**src/rtl/apb_cmd_master.sv**
```systemverilog
// ----------------------------------------------------------------------------
// apb_cmd_master
//   Host-side APB4 requester. Turns a single valid/ready command (read or
//   write) into one two-phase APB transfer and returns a buffered response.
//   Write commands are held off while the downstream accelerator is busy;
//   an ACCESS phase that waits too long for pready_i is aborted.
//
// Ports
//   clk_i, rst_ni              clock (rising edge), async active-low reset
//   cmd_valid_i / cmd_ready_o  command handshake
//   cmd_write_i, cmd_addr_i,
//   cmd_wdata_i, cmd_strb_i    command payload
//   rsp_valid_o / rsp_ready_i  response handshake
//   rsp_rdata_o, rsp_err_o,
//   rsp_timeout_o              response payload
//   psel_o .. pstrb_o          registered APB requester outputs
//   prdata_i, pready_i,
//   pslverr_i                  APB completer inputs
//   busy_i                     accelerator busy, stalls writes in IDLE
//   idle_o                     FSM is in IDLE
// ----------------------------------------------------------------------------
module apb_cmd_master #(
    parameter int DATA_WIDTH     = 8,
    parameter int BUS_WIDTH      = 32,
    parameter int ADDR_WIDTH     = 16,
    parameter int TIMEOUT_CYCLES = 16
) (
    input  logic                            clk_i,
    input  logic                            rst_ni,
    input  logic                            cmd_valid_i,
    output logic                            cmd_ready_o,
    input  logic                            cmd_write_i,
    input  logic [ADDR_WIDTH-1:0]           cmd_addr_i,
    input  logic [BUS_WIDTH-1:0]            cmd_wdata_i,
    input  logic [BUS_WIDTH/DATA_WIDTH-1:0] cmd_strb_i,
    output logic                            rsp_valid_o,
    input  logic                            rsp_ready_i,
    output logic [BUS_WIDTH-1:0]            rsp_rdata_o,
    output logic                            rsp_err_o,
    output logic                            rsp_timeout_o,
    output logic                            psel_o,
    output logic                            penable_o,
    output logic                            pwrite_o,
    output logic [ADDR_WIDTH-1:0]           paddr_o,
    output logic [BUS_WIDTH-1:0]            pwdata_o,
    output logic [BUS_WIDTH/DATA_WIDTH-1:0] pstrb_o,
    input  logic [BUS_WIDTH-1:0]            prdata_i,
    input  logic                            pready_i,
    input  logic                            pslverr_i,
    input  logic                            busy_i,
    output logic                            idle_o
);

    localparam int MAX_DIM = BUS_WIDTH / DATA_WIDTH;

    // Counter value seen in the last permitted wait cycle; a wait in that
    // cycle makes the count reach TIMEOUT_CYCLES and aborts the transfer.
    localparam logic [15:0] WAIT_LAST =
        (TIMEOUT_CYCLES == 0) ? 16'd0 : 16'(TIMEOUT_CYCLES - 1);

    typedef enum logic [1:0] {
        ST_IDLE,
        ST_SETUP,
        ST_ACCESS,
        ST_RESP
    } state_t;

    state_t                 r_state;
    state_t                 w_state_nxt;

    logic                   r_psel;
    logic                   r_penable;
    logic                   r_pwrite;
    logic [ADDR_WIDTH-1:0]  r_paddr;
    logic [BUS_WIDTH-1:0]   r_pwdata;
    logic [MAX_DIM-1:0]     r_pstrb;
    logic                   r_rsp_valid;
    logic [BUS_WIDTH-1:0]   r_rsp_rdata;
    logic                   r_rsp_err;
    logic                   r_rsp_timeout;
    logic [15:0]            r_wait_cnt;

    logic                   w_cmd_ready;
    logic                   w_accept;
    logic                   w_timeout_hit;

    // Reads bypass the busy stall so status can be polled during a job.
    assign w_cmd_ready   = (r_state == ST_IDLE) && !(busy_i && cmd_write_i);
    assign w_accept      = cmd_valid_i && w_cmd_ready;

    // pready_i in the limit cycle completes normally, so it gates the abort.
    assign w_timeout_hit = (TIMEOUT_CYCLES != 0) && (r_state == ST_ACCESS) &&
                           !pready_i && (r_wait_cnt == WAIT_LAST);

    // ---------------------------------------------------------------- state
    always_ff @(posedge clk_i or negedge rst_ni) begin
        if (!rst_ni) begin
            r_state <= ST_IDLE;
        end else begin
            r_state <= w_state_nxt;
        end
    end

    // ----------------------------------------------------------- next state
    always_comb begin
        w_state_nxt = r_state;
        case (r_state)
            ST_IDLE:   if (w_accept)                  w_state_nxt = ST_SETUP;
            ST_SETUP:                                 w_state_nxt = ST_ACCESS;
            ST_ACCESS: if (pready_i || w_timeout_hit) w_state_nxt = ST_RESP;
            ST_RESP:   if (rsp_ready_i)               w_state_nxt = ST_IDLE;
            default:                                  w_state_nxt = ST_IDLE;
        endcase
    end

    // -------------------------------------------------- registered outputs
    always_ff @(posedge clk_i or negedge rst_ni) begin
        if (!rst_ni) begin
            r_psel        <= 1'b0;
            r_penable     <= 1'b0;
            r_pwrite      <= 1'b0;
            r_paddr       <= '0;
            r_pwdata      <= '0;
            r_pstrb       <= '0;
            r_rsp_valid   <= 1'b0;
            r_rsp_rdata   <= '0;
            r_rsp_err     <= 1'b0;
            r_rsp_timeout <= 1'b0;
            r_wait_cnt    <= '0;
        end else begin
            case (r_state)
                ST_IDLE: begin
                    if (w_accept) begin
                        r_psel    <= 1'b1;
                        r_penable <= 1'b0;
                        r_pwrite  <= cmd_write_i;
                        r_paddr   <= cmd_addr_i;
                        r_pwdata  <= cmd_wdata_i;
                        r_pstrb   <= cmd_write_i ? cmd_strb_i : '0;
                    end
                end
                ST_SETUP: begin
                    r_penable  <= 1'b1;
                    r_wait_cnt <= '0;
                end
                ST_ACCESS: begin
                    if (pready_i) begin
                        r_psel        <= 1'b0;
                        r_penable     <= 1'b0;
                        r_rsp_valid   <= 1'b1;
                        r_rsp_rdata   <= r_pwrite ? '0 : prdata_i;
                        r_rsp_err     <= pslverr_i;
                        r_rsp_timeout <= 1'b0;
                    end else if (w_timeout_hit) begin
                        r_psel        <= 1'b0;
                        r_penable     <= 1'b0;
                        r_rsp_valid   <= 1'b1;
                        r_rsp_rdata   <= '0;
                        r_rsp_err     <= 1'b1;
                        r_rsp_timeout <= 1'b1;
                    end else begin
                        r_wait_cnt <= r_wait_cnt + 16'd1;
                    end
                end
                ST_RESP: begin
                    if (rsp_ready_i) begin
                        r_rsp_valid <= 1'b0;
                    end
                end
                default: ;
            endcase
        end
    end

    assign cmd_ready_o   = w_cmd_ready;
    assign idle_o        = (r_state == ST_IDLE);
    assign psel_o        = r_psel;
    assign penable_o     = r_penable;
    assign pwrite_o      = r_pwrite;
    assign paddr_o       = r_paddr;
    assign pwdata_o      = r_pwdata;
    assign pstrb_o       = r_pstrb;
    assign rsp_valid_o   = r_rsp_valid;
    assign rsp_rdata_o   = r_rsp_rdata;
    assign rsp_err_o     = r_rsp_err;
    assign rsp_timeout_o = r_rsp_timeout;

endmodule

```
**config.mk**
```make
export PLATFORM = sky130hd
export DESIGN_NAME = apb_cmd_master
export DESIGN_NICKNAME = d
export VERILOG_FILES = /design/src/rtl/apb_cmd_master.sv
export SDC_FILE = /design/constraint.sdc
export NUM_CORES = 1
export LEC_CHECK = 0
export ABC_AREA = 1
export BUFFER_PORTS_ARGS = -buffer_cell sky130_fd_sc_hd__buf_2
export CORE_AREA = 2 2 110 91
export DETAILED_ROUTE_END_ITERATION = 8
export DIE_AREA = 0 0 112 93
export GPL_ROUTABILITY_DRIVEN = 0
export PLACE_DENSITY = 0.84
export SLEW_MARGIN = 0
export SYNTH_ARGS = -nofsm -noshare
export SYNTH_HDL_FRONTEND = slang
export SYNTH_SLANG_ARGS = --single-unit
```
**constraint.sdc**
```tcl
create_clock -name clk_i -period 2.8 [get_ports clk_i]
set_input_delay 0.42 -clock clk_i [delete_from_list [all_inputs] [get_ports clk_i]]
set_output_delay 0.42 -clock clk_i [all_outputs]
set_load 0.01 [all_outputs]
```
==> results.json, run 1 <==
{
  "setup-violations-final": 0,
  "die_h_um": 93,
  "avgSynthCellArea_um2": 8.127,
  "cts.sinks": 108,
  "setup_tns_ns": 0,
  "syn2layout_area_growth_pct": 26.38,
  "drtIter0Drc": 208,
  "max_stage_delay_ns": 0.45,
  "power.leakage_uw": 0.003559,
  "antenna_cells": 0,
  "yosys_warnings": 0,
  "synth_most_common_cell": "nand2_1",
  "yosys.area.top_type_share_pct": 55.80,
  "syn_inst": 596,
  "arrival_ns": 2.47,
  "post_dp_cell_area_mm2": 0.005834,
  "crit_top_cell": "nand2_1",
  "antenna_left": 0,
  "die_w_um": 112,
  "p_per_area_mw_per_mm2": 1008,
  "clock_latency_ns": 0.34,
  "cts_tree": "built",
  "path_delay_family": "simple AND/OR/NAND/NOR gates",
  "crit_chain": "inv_1 -> ha_1 -> and2_1 -> nand2_2 -> buf_4 -> nand2_1 -> nand3_1 -> nand2_1 -> nand2_1",
  "cap_violations": 0,
  "synth_area_leaders": "dfrtp_1, nand2_1, nand3_1, nor2_1, inv_1",
  "ys_top_cells_by_count": "nand2_1, dfrtp_1, nand3_1",
  "max_slew_margin_pct": 35.90,
  "route.detailed.drc": 0,
  "worstSetupPathType": "reg -> reg",
  "fin_crit_sh_pct": 78.43,
  "wl_um": 12100,
  "die-area_mm2": 0.01042,
  "peakVddDrop_mv": 0.6457,
  "cts_buffers": 9,
  "antenna_found_initial": 0,
  "vias": 4425,
  "viasPerCell": 4.939,
  "start_kind": "register",
  "fp.coreArea_mm2": 0.009369,
  "final_area_mm2": 0.006121,
  "cts_max_path_buffers": 2,
  "hold_path_class": "in -> async",
  "synth_edf_count": 0,
  "drive_above_1_share_pct": 27.67,
  "grt_pass1_wl_um": 20160,
  "cp_max_fo": 57,
  "cp_num_buf_inv": 2,
  "synthesis.area_mm2": 0.004843,
  "rows": 32,
  "ys_ff_latch": 108,
  "critPathRequiredTime_ns": 3.08,
  "critPathSlowestCell": "dfrtp_1",
  "start_util_pct": 51.70,
  "ctsResizeCount": 0,
  "cts_setup_buffers": 0,
  "htree_levels": 3,
  "grt_usage_pct": 24.05,
  "grt_overflow": 0,
  "fin_nets": 872,
  "syn_nets": 695,
  "io_buffers": 183,
  "max_freq_mhz": 455.4,
  "period_needed_ns": 2.196,
  "io_pins": 184,
  "ys.flop_type": "dfrtp_1",
  "rsz0062_at_grt": "false",
  "dr.pass1.iters": 7,
  "cts.clk_slew.worst_paths_ns": 0.07,
  "finalHoldViolations": 0,
  "yosysSeqAreaShare_pct": 55.80,
  "cts_hold_buf": 0,
  "skew_ns": 0.008450,
  "maxSlewViolCount": 0,
  "dpl.hpwl_um": 8898,
  "root_buffer": "clkbuf_16",
  "endpoint_kind": "register",
  "grt_max_degree": 58,
  "worst_pin_slew_ns": 0.9604,
  "ys_types": 24,
  "status": "finished, final reports clean",
  "grt_pass1_vias": 4375,
  "detail_route.wl_per_cell_um": 13.50,
  "synth_area_leader_cell": "dfrtp_1",
  "async_flop_share_pct": 100.0
}
sequential cells by signal, indices dropped and copies added, names as in the netlist, 2 cells and up:
register / cells
pwdata_o: 32
rsp_rdata_o: 32
paddr_o: 16
r_wait_cnt: 16
pstrb_o: 4
r_state: 2
layout make-up:
type                    instances  area [um^2]
fillers                       804         3248
repair buffers                191        991.0
flip-flops and latches        108         2703
clock inverters                 4        33.78
clock buffers                  11        252.7
multi-input cells             435         1887
inverters                      28        105.1
well taps                     119        148.9
report_power, final:
part | leakage [uW] | total [uW] | switching [uW] | internal, uW
Combinational | 0.00203 | 2420 | 1510 | 911
Sequential | 0.00139 | 2540 | 355 | 2190
Clock | 0.000143 | 1210 | 553 | 655
worst register-to-register path, cell delays in order, from the launching register on:
cell and delay (ns):
dfrtp_1 0.45, inv_1 0.12, ha_1 0.24, and2_1 0.19, nand2_2 0.08, buf_4 0.44, nand2_1 0.28, nand3_1 0.19
nand2_1 0.07, nand2_1 0.07
layout by cell type, fill, tap and decap left out, drive strengths merged:
| cell type | count |
|---|---|
| nand3 | 57 |
| nand4 | 9 |
| dfrtp | 108 |
| a21o | 1 |
| ha | 7 |
| clkinv | 3 |
| nor3 | 1 |
| xor2 | 4 |
| or2 | 2 |
| and2 | 1 |
| a21oi | 1 |
| nand2 | 298 |
| clkbuf | 11 |
| o21ai | 19 |
| inv | 29 |
| buf | 191 |
| nor2 | 33 |
| o21bai | 2 |
cell families (layout without fill, tap and decap cells):
group	Yosys count	after routing	synth area share, %
xor gates and xnor gates	4	4	0.7233
adders and majority gates	7	7	1.808
DFF	108	108	55.80
and+or+nand+nor	401	401	33.61
AOI/OAI and AO/OA	23	23	2.764
buffers and inverters	53	234	5.296
through the flow:
step | util (%) | cells | setup slack [ns] | total power [uW] | hold slack (ns)
6_report | 65.33 | 896 | 0.6039 | 6170 | 0.08368
5_1_grt | 65.33 | 896 | 0.4043 | 6637 | 0.1386
4_1_cts | 65.33 | 896 | 0.6065 | 6235 | 0.1127
3_5_place_dp | 62.27 | 881 | 0.6298 | 5001 | 0.4547
3_3_place_gp | 62.27 | 881 | 0.8311 | 4882 | 0.4498
2_1_floorplan | - | 596 | 1.211 | 4002 | 0.1244
layer usage:
metal	vias up	GRT usage, %	wire, um	part of all wire, %
met1	2001	29.68	5001	41
met5	-	0	0	0
met3	28	8.036	1059	8.8
met2	191	40.25	5776	48
met4	0	8.130	258	2.1
li1	2205	-	-	-
path summary, 6_finish.rpt:
check | from | endpoint | slack, ns | cells after the start
worst max-delay path | r_state[0] | r_state[0] | 0.60 | 9
worst min-delay path | rst_ni | pwdata_o[25] | 0.08 | 1
worst max register to register | r_state[0] | r_state[0] | 0.60 | 9
worst min register to register | rsp_rdata_o[31] | rsp_rdata_o[31] | 0.47 | 2
max in group asynchronous | rst_ni | rsp_rdata_o[26] | 2.00 | 2
min in group clk_i | cmd_wdata_i[29] | pwdata_o[29] | 0.27 | 3
Power figures use the tool's default switching activity.
==> inputs of run 2 (changes only) <==
Settings changed: ABC_AREA 1 to 0, CORE_AREA 2 2 110 91 to 2 2 117 97, DIE_AREA 0 0 112 93 to 0 0 119 99, PLACE_DENSITY 0.84 to 0.75.
Clock period 2.8 ns to 1.94 ns, I/O delays scaled along.
==> run 2 against run 1 <==
  * Flip-flop and latch count unchanged
  * Highest routed layer unchanged
  * Critical path type unchanged
  * Register-to-register slack worse by 0.49 ns
  * Clock power is 44% higher
==> results.json, run 2 <==
{
  "critPathRequiredTime_ns": 2.17,
  "antenna_left": 0,
  "rows": 34,
  "async_flop_share_pct": 100.0,
  "mostFrequentLayoutCells": "buf_2, dfrtp_1, mux2_2, a22o_1, nand2_1",
  "setup-violations-final": 0,
  "skew_ns": 0.006616,
  "start_util_pct": 43.14,
  "dpl.hpwl_um": 8339,
  "worstSetupPathType": "reg -> reg",
  "endpoint_kind": "register",
  "yosys.area.top_type_share_pct": 59.15,
  "grt_pass1_vias": 3569,
  "placedCellCount": 691,
  "drtIter0Drc": 298,
  "die_w_um": 119,
  "cts_max_path_buffers": 2,
  "synth_edf_count": 0,
  "antenna_found_initial": 0,
  "die-area_mm2": 0.01178,
  "start_kind": "register",
  "synth_area_leaders": "dfrtp_1, mux2_2, a22o_1, nand2_1, ha_1",
  "detail_route.wl_per_cell_um": 15.50,
  "fp.coreArea_mm2": 0.01059,
  "ys_top_cells_by_count": "dfrtp_1, mux2_2, a22o_1",
  "ys.flop_type": "dfrtp_1",
  "synthesis.area_mm2": 0.004569,
  "peakVddDrop_mv": 0.7570,
  "fin_nets": 659,
  "p_per_area_mw_per_mm2": 1499,
  "io_pins": 184,
  "grt_overflow": 0,
  "n_fill_cell": 865,
  "vias": 3609,
  "fin_crit_sh_pct": 94.27,
  "io_buffers": 183,
  "worst_pin_slew_ns": 0.5278,
  "period_needed_ns": 1.829,
  "post_dp_cell_area_mm2": 0.005864,
  "syn_nets": 455,
  "cp_num_buf_inv": 0,
  "final_area_mm2": 0.006183,
  "route.detailed.drc": 0,
  "cts.clk_slew.worst_paths_ns": 0.07,
  "yosys_warnings": 0,
  "finalHoldViolations": 0,
  "synth_most_common_cell": "dfrtp_1",
  "status": "finished, final reports clean",
  "setup_tns_ns": 0,
  "htree_levels": 3,
  "cts.sinks": 108,
  "grt_max_degree": 67,
  "antenna_cells": 0,
  "die_h_um": 99,
  "ys_ff_latch": 108,
  "multiInputGateArea_mm2": 0.001768,
  "max_stage_delay_ns": 0.43,
  "yosysSeqAreaShare_pct": 59.15,
  "grt_pass1_wl_um": 17980,
  "crit_chain": "nor4_4 -> a41oi_4 -> or3_4 -> mux2_4",
  "max_freq_mhz": 546.8,
  "clock_latency_ns": 0.35,
  "cts_buffers": 9,
  "avgSynthCellArea_um2": 12.84,
  "syn_inst": 356,
  "ys_types": 43,
  "power.total_uw": 9272,
  "rsz0062_at_grt": "false",
  "synth_area_leader_cell": "dfrtp_1",
  "wl_um": 10990,
  "hold_path_class": "in -> reg",
  "syn2layout_area_growth_pct": 35.32,
  "max_slew_margin_pct": 64.82,
  "arrival_ns": 2.06,
  "hold_ws_ns": 0.1663,
  "instances_no_fill": 709,
  "grt_usage_pct": 19.02,
  "maxSlewViolCount": 0,
  "final-seq-area_mm2": 0.002703,
  "dr.pass1.iters": 4,
  "cap_violations": 0,
  "drive_above_1_share_pct": 52.21,
  "final_common_cell": "buf_2",
  "root_buffer": "clkbuf_16",
  "cp_max_fo": 3,
  "critPathSlowestCell": "or3_4",
  "power.leakage_uw": 0.003078,
  "viasPerCell": 5.090,
  "path_delay_family": "simple AND/OR/NAND/NOR gates",
  "cts_tree": "built"
}
==> run 2: cell count changes after synthesis, sizes merged, moves of 5 or more <==
cell	change
a22o	+32
inv	-22
mux2	+51
nand2	-267
nand3	-46
nor2	-26
nor3	+6
nor4	+8
o22ai	+5
==> run 2: per-stage QoR <==
stage,setup slack [ns],util [%]
6_report,0.1111,58.37
3_3_place_gp,0.1261,55.36
2_1_floorplan,0.01447,-
3_5_place_dp,0.08373,55.36
4_1_cts,0.05555,58.16
5_1_grt,0.01350,58.37
==> run 2: layout make-up <==
cell class              instances  share of cell area [%]
clock buffers                  10                   3.703
clock inverters                 6                  0.9308
inverters                       6                  0.3642
multi-input cells             220                   28.59
flip-flops and latches        108                   43.71
well taps                     144                   2.914
repair buffers                215                   19.79
==> run 2: layer usage <==
layer	vias to the layer above	share of wire [%]	track usage [%]
met5	-	0	0
met3	10	7.6	5.961
li1	1713	-	-
met4	0	0.63	3.297
met2	145	48	30.99
met1	1741	43	25.53
==> run 2: power breakdown <==
group	leakage, uW	internal, uW	switching (uW)
logic	0.00159	1930	1920
clock network	0.000138	898	838
registers	0.00135	3190	502
==> run 2: final timing paths <==
check	startpoint	end	slack [ns]	depth (start not counted)
worst max-delay path	r_wait_cnt[12]	r_state[1]	0.11	4
worst min-delay path	prdata_i[12]	rsp_rdata_o[12]	0.17	2
worst max register to register	r_wait_cnt[12]	r_state[1]	0.11	4
worst min register to register	pstrb_o[0]	pstrb_o[0]	0.48	2
max in group asynchronous	rst_ni	paddr_o[11]	0.96	3
min in group asynchronous	rst_ni	r_wait_cnt[12]	0.51	3
==> run 2: cell families after synthesis <==
family	synth area share (%)
fa+ha+maj	1.917
flops	59.15
xor+xnor	0.7666
buf+inv	2.766
mux	13.09
simple gates	10.13
compound gates	12.19
==> run 2: repair_timing <==
| item | 4_1_cts | 5_1_grt |
|---|---|---|
| buffers inserted | 0 | 1 |
| endpoints found under the setup margin | 0 | 3 |
| resized for setup | 0 | 3 |
| hold endpoints to repair | 66 | 0 |
| hold buffers | 1 | 0 |
==> inputs of run 3 (changes only) <==
Settings changed: CORE_AREA 2 2 117 97 to 2 2 113 93, DIE_AREA 0 0 119 99 to 0 0 115 95, PLACE_DENSITY 0.75 to 0.78.
Clock period 1.94 ns to 1.8 ns, I/O delays scaled along.
==> run 3 against run 2 <==
  * Sequential share of layout area fell by 0.30 points
  * Largest power group unchanged
  * Setup slack worse by 0.091 ns
  * Wire length up 2.1%
  * Critical path type unchanged
  * Global-route usage rose by 1.3 points
  * Die area shrank 7.3%
  * Register-to-register slack worse by 0.09 ns
  * Clock skew grew 0.0025 ns
==> results.json, run 3 (synthesis results as in run 2) <==
{
  "setup.worst_path.end": "r_state[1]",
  "cts_max_path_buffers": 2,
  "skew_ns": 0.009141,
  "rows": 33,
  "finalHoldViolations": 0,
  "p_int_uw": 6539,
  "root_buffer": "clkbuf_16",
  "wl_um": 11230,
  "drive_above_1_share_pct": 53.93,
  "setup_tns_ns": 0,
  "regToRegSetupSlack_ns": 0.02,
  "p_per_area_mw_per_mm2": 1622,
  "final_area_mm2": 0.006226,
  "switching_power_uw": 3560,
  "grt_pass1_wl_um": 17330,
  "cp_max_fo": 4,
  "pwr-share-comb_pct": 41.8,
  "io_buffers": 183,
  "start_util_pct": 46.11,
  "cts.sinks": 108,
  "p_seq_share_pct": 39.7,
  "cts_tree": "built",
  "max_freq_mhz": 561.9,
  "cts.clk_slew.worst_paths_ns": 0.07,
  "critPathRequiredTime_ns": 2.03,
  "arrival_ns": 2.01,
  "dpl.hpwl_um": 8112,
  "drtIter0Drc": 362,
  "fin_nets": 667,
  "maxSlewViolCount": 0,
  "timing.rr.end": "r_state[1]",
  "r2r-start": "r_state[1]",
  "pre_cts_ws_ns": 0.009333,
  "peakVddDrop_mv": 0.7811,
  "hold_path_depth": 2,
  "route.detailed.drc": 0,
  "worstSetupPathType": "reg -> reg",
  "die_h_um": 95,
  "final_common_cell": "buf_2",
  "grt_overflow": 0,
  "mostFrequentLayoutCells": "buf_2, dfrtp_1, mux2_2, buf_4, a22o_1",
  "die-area_mm2": 0.01093,
  "antenna_found_initial": 0,
  "rsz0062_at_grt": "true",
  "cts_buffers": 9,
  "fp.coreArea_mm2": 0.009910,
  "io_pins": 184,
  "vias": 3686,
  "htree_levels": 3,
  "startpoint": "r_state[1]",
  "period_needed_ns": 1.780,
  "finish.utilization_pct": 62.83,
  "worst_slack_ns": 0.02029,
  "grt_usage_pct": 20.35,
  "setup-violations-final": 0,
  "endpoint_kind": "register",
  "viasPerCell": 5.304,
  "start_kind": "register",
  "grt_max_degree": 58,
  "die_w_um": 115,
  "antenna_cells": 0,
  "grt_pass1_vias": 3539,
  "power.leakage_uw": 0.003112,
  "pwr-share-clk_pct": 18.5,
  "swShare_pct": 35.25,
  "clock_latency_ns": 0.34,
  "dr.pass1.iters": 4,
  "fin_crit_sh_pct": 98.87,
  "cap_violations": 0,
  "detail_route.wl_per_cell_um": 16.15,
  "status": "finished, final reports clean",
  "rr_worst_depth": 6,
  "antenna_left": 0,
  "hold_path_class": "in -> reg",
  "syn2layout_area_growth_pct": 36.25,
  "post_dp_cell_area_mm2": 0.005892,
  "worst_pin_slew_ns": 0.4535,
  "max_slew_margin_pct": 69.76
}
[run 3: cell types whose count changed in the layout (fill, tap and decap cells not counted), moves of 2 or more]
cell,before,now
ha_1,7,5
inv_1,6,4
buf_4,27,36
inv_2,0,2
[run 3: how the worst min path moves through the flow]
stage                             from              end  slack (ns)
after floorplan                 rst_ni       paddr_o[0]       -0.03
after global placement          rst_ni     pwdata_o[11]        0.24
after detailed placement        rst_ni     pwdata_o[20]        0.25
after CTS                 prdata_i[23]  rsp_rdata_o[23]        0.14
after global routing      prdata_i[13]  rsp_rdata_o[13]        0.14
final                     prdata_i[23]  rsp_rdata_o[23]        0.14
[run 3: power by group through the flow]
stage                     Sequential [uW]  Clock (uW)  Combinational (uW)
after detailed placement             4020           0                4160
final                                4000        1870                4220
after floorplan                      4430           0                1940
after global routing                 4120        2040                4610
after CTS                            4000        1920                4190
after global placement               3970           0                4040
[run 3: worst max-delay path: stages (launching register included)]
cell	delay [ns]
dfrtp_1	0.42
inv_2	0.10
ha_4	0.14
a21boi_4	0.23
a21boi_4	0.09
or3_4	0.38
mux2_4	0.30
[run 3: final cells by class]
class / instances / area (um^2)
Clock buffer: 9 / 225.2
Multi-Input combinational cell: 220 / 1790
Timing Repair Buffer: 223 / 1271
Inverter: 6 / 22.52
Tap cell: 122 / 152.6
Sequential cell: 108 / 2703
Fill cell: 775 / 3684
Clock inverter: 7 / 61.31
[run 3: per-stage QoR]
stage,power [uW],hold WS (ns),std cells
after floorplan,6373,-0.02559,356
after global placement,8011,0.2411,675
final,10100,0.1447,695
after CTS,10110,0.1375,692
after detailed placement,8179,0.2498,675
after global routing,10780,0.1366,695
[run 3: routing by layer]
layer / GRT usage (%) / wire length (um) / part of all wire [%] / up-vias
met4: 6.124 / 87 / 0.77 / 0
met1: 26.19 / 4698 / 42 / 1791
met2: 33.77 / 5616 / 50 / 149
met5: 0 / 0 / 0 / -
li1: - / - / - / 1737
met3: 5.584 / 825 / 7.3 / 9
[run 3: timing repair]
item | 4_1_cts | 5_1_grt
hold endpoints to repair | 28 | 0
gates resized for setup | 2 | 5
pin swaps | 0 | 3
hold buffers | 1 | 0
setup buffers | 0 | 3
setup endpoints to repair | 1 | 35
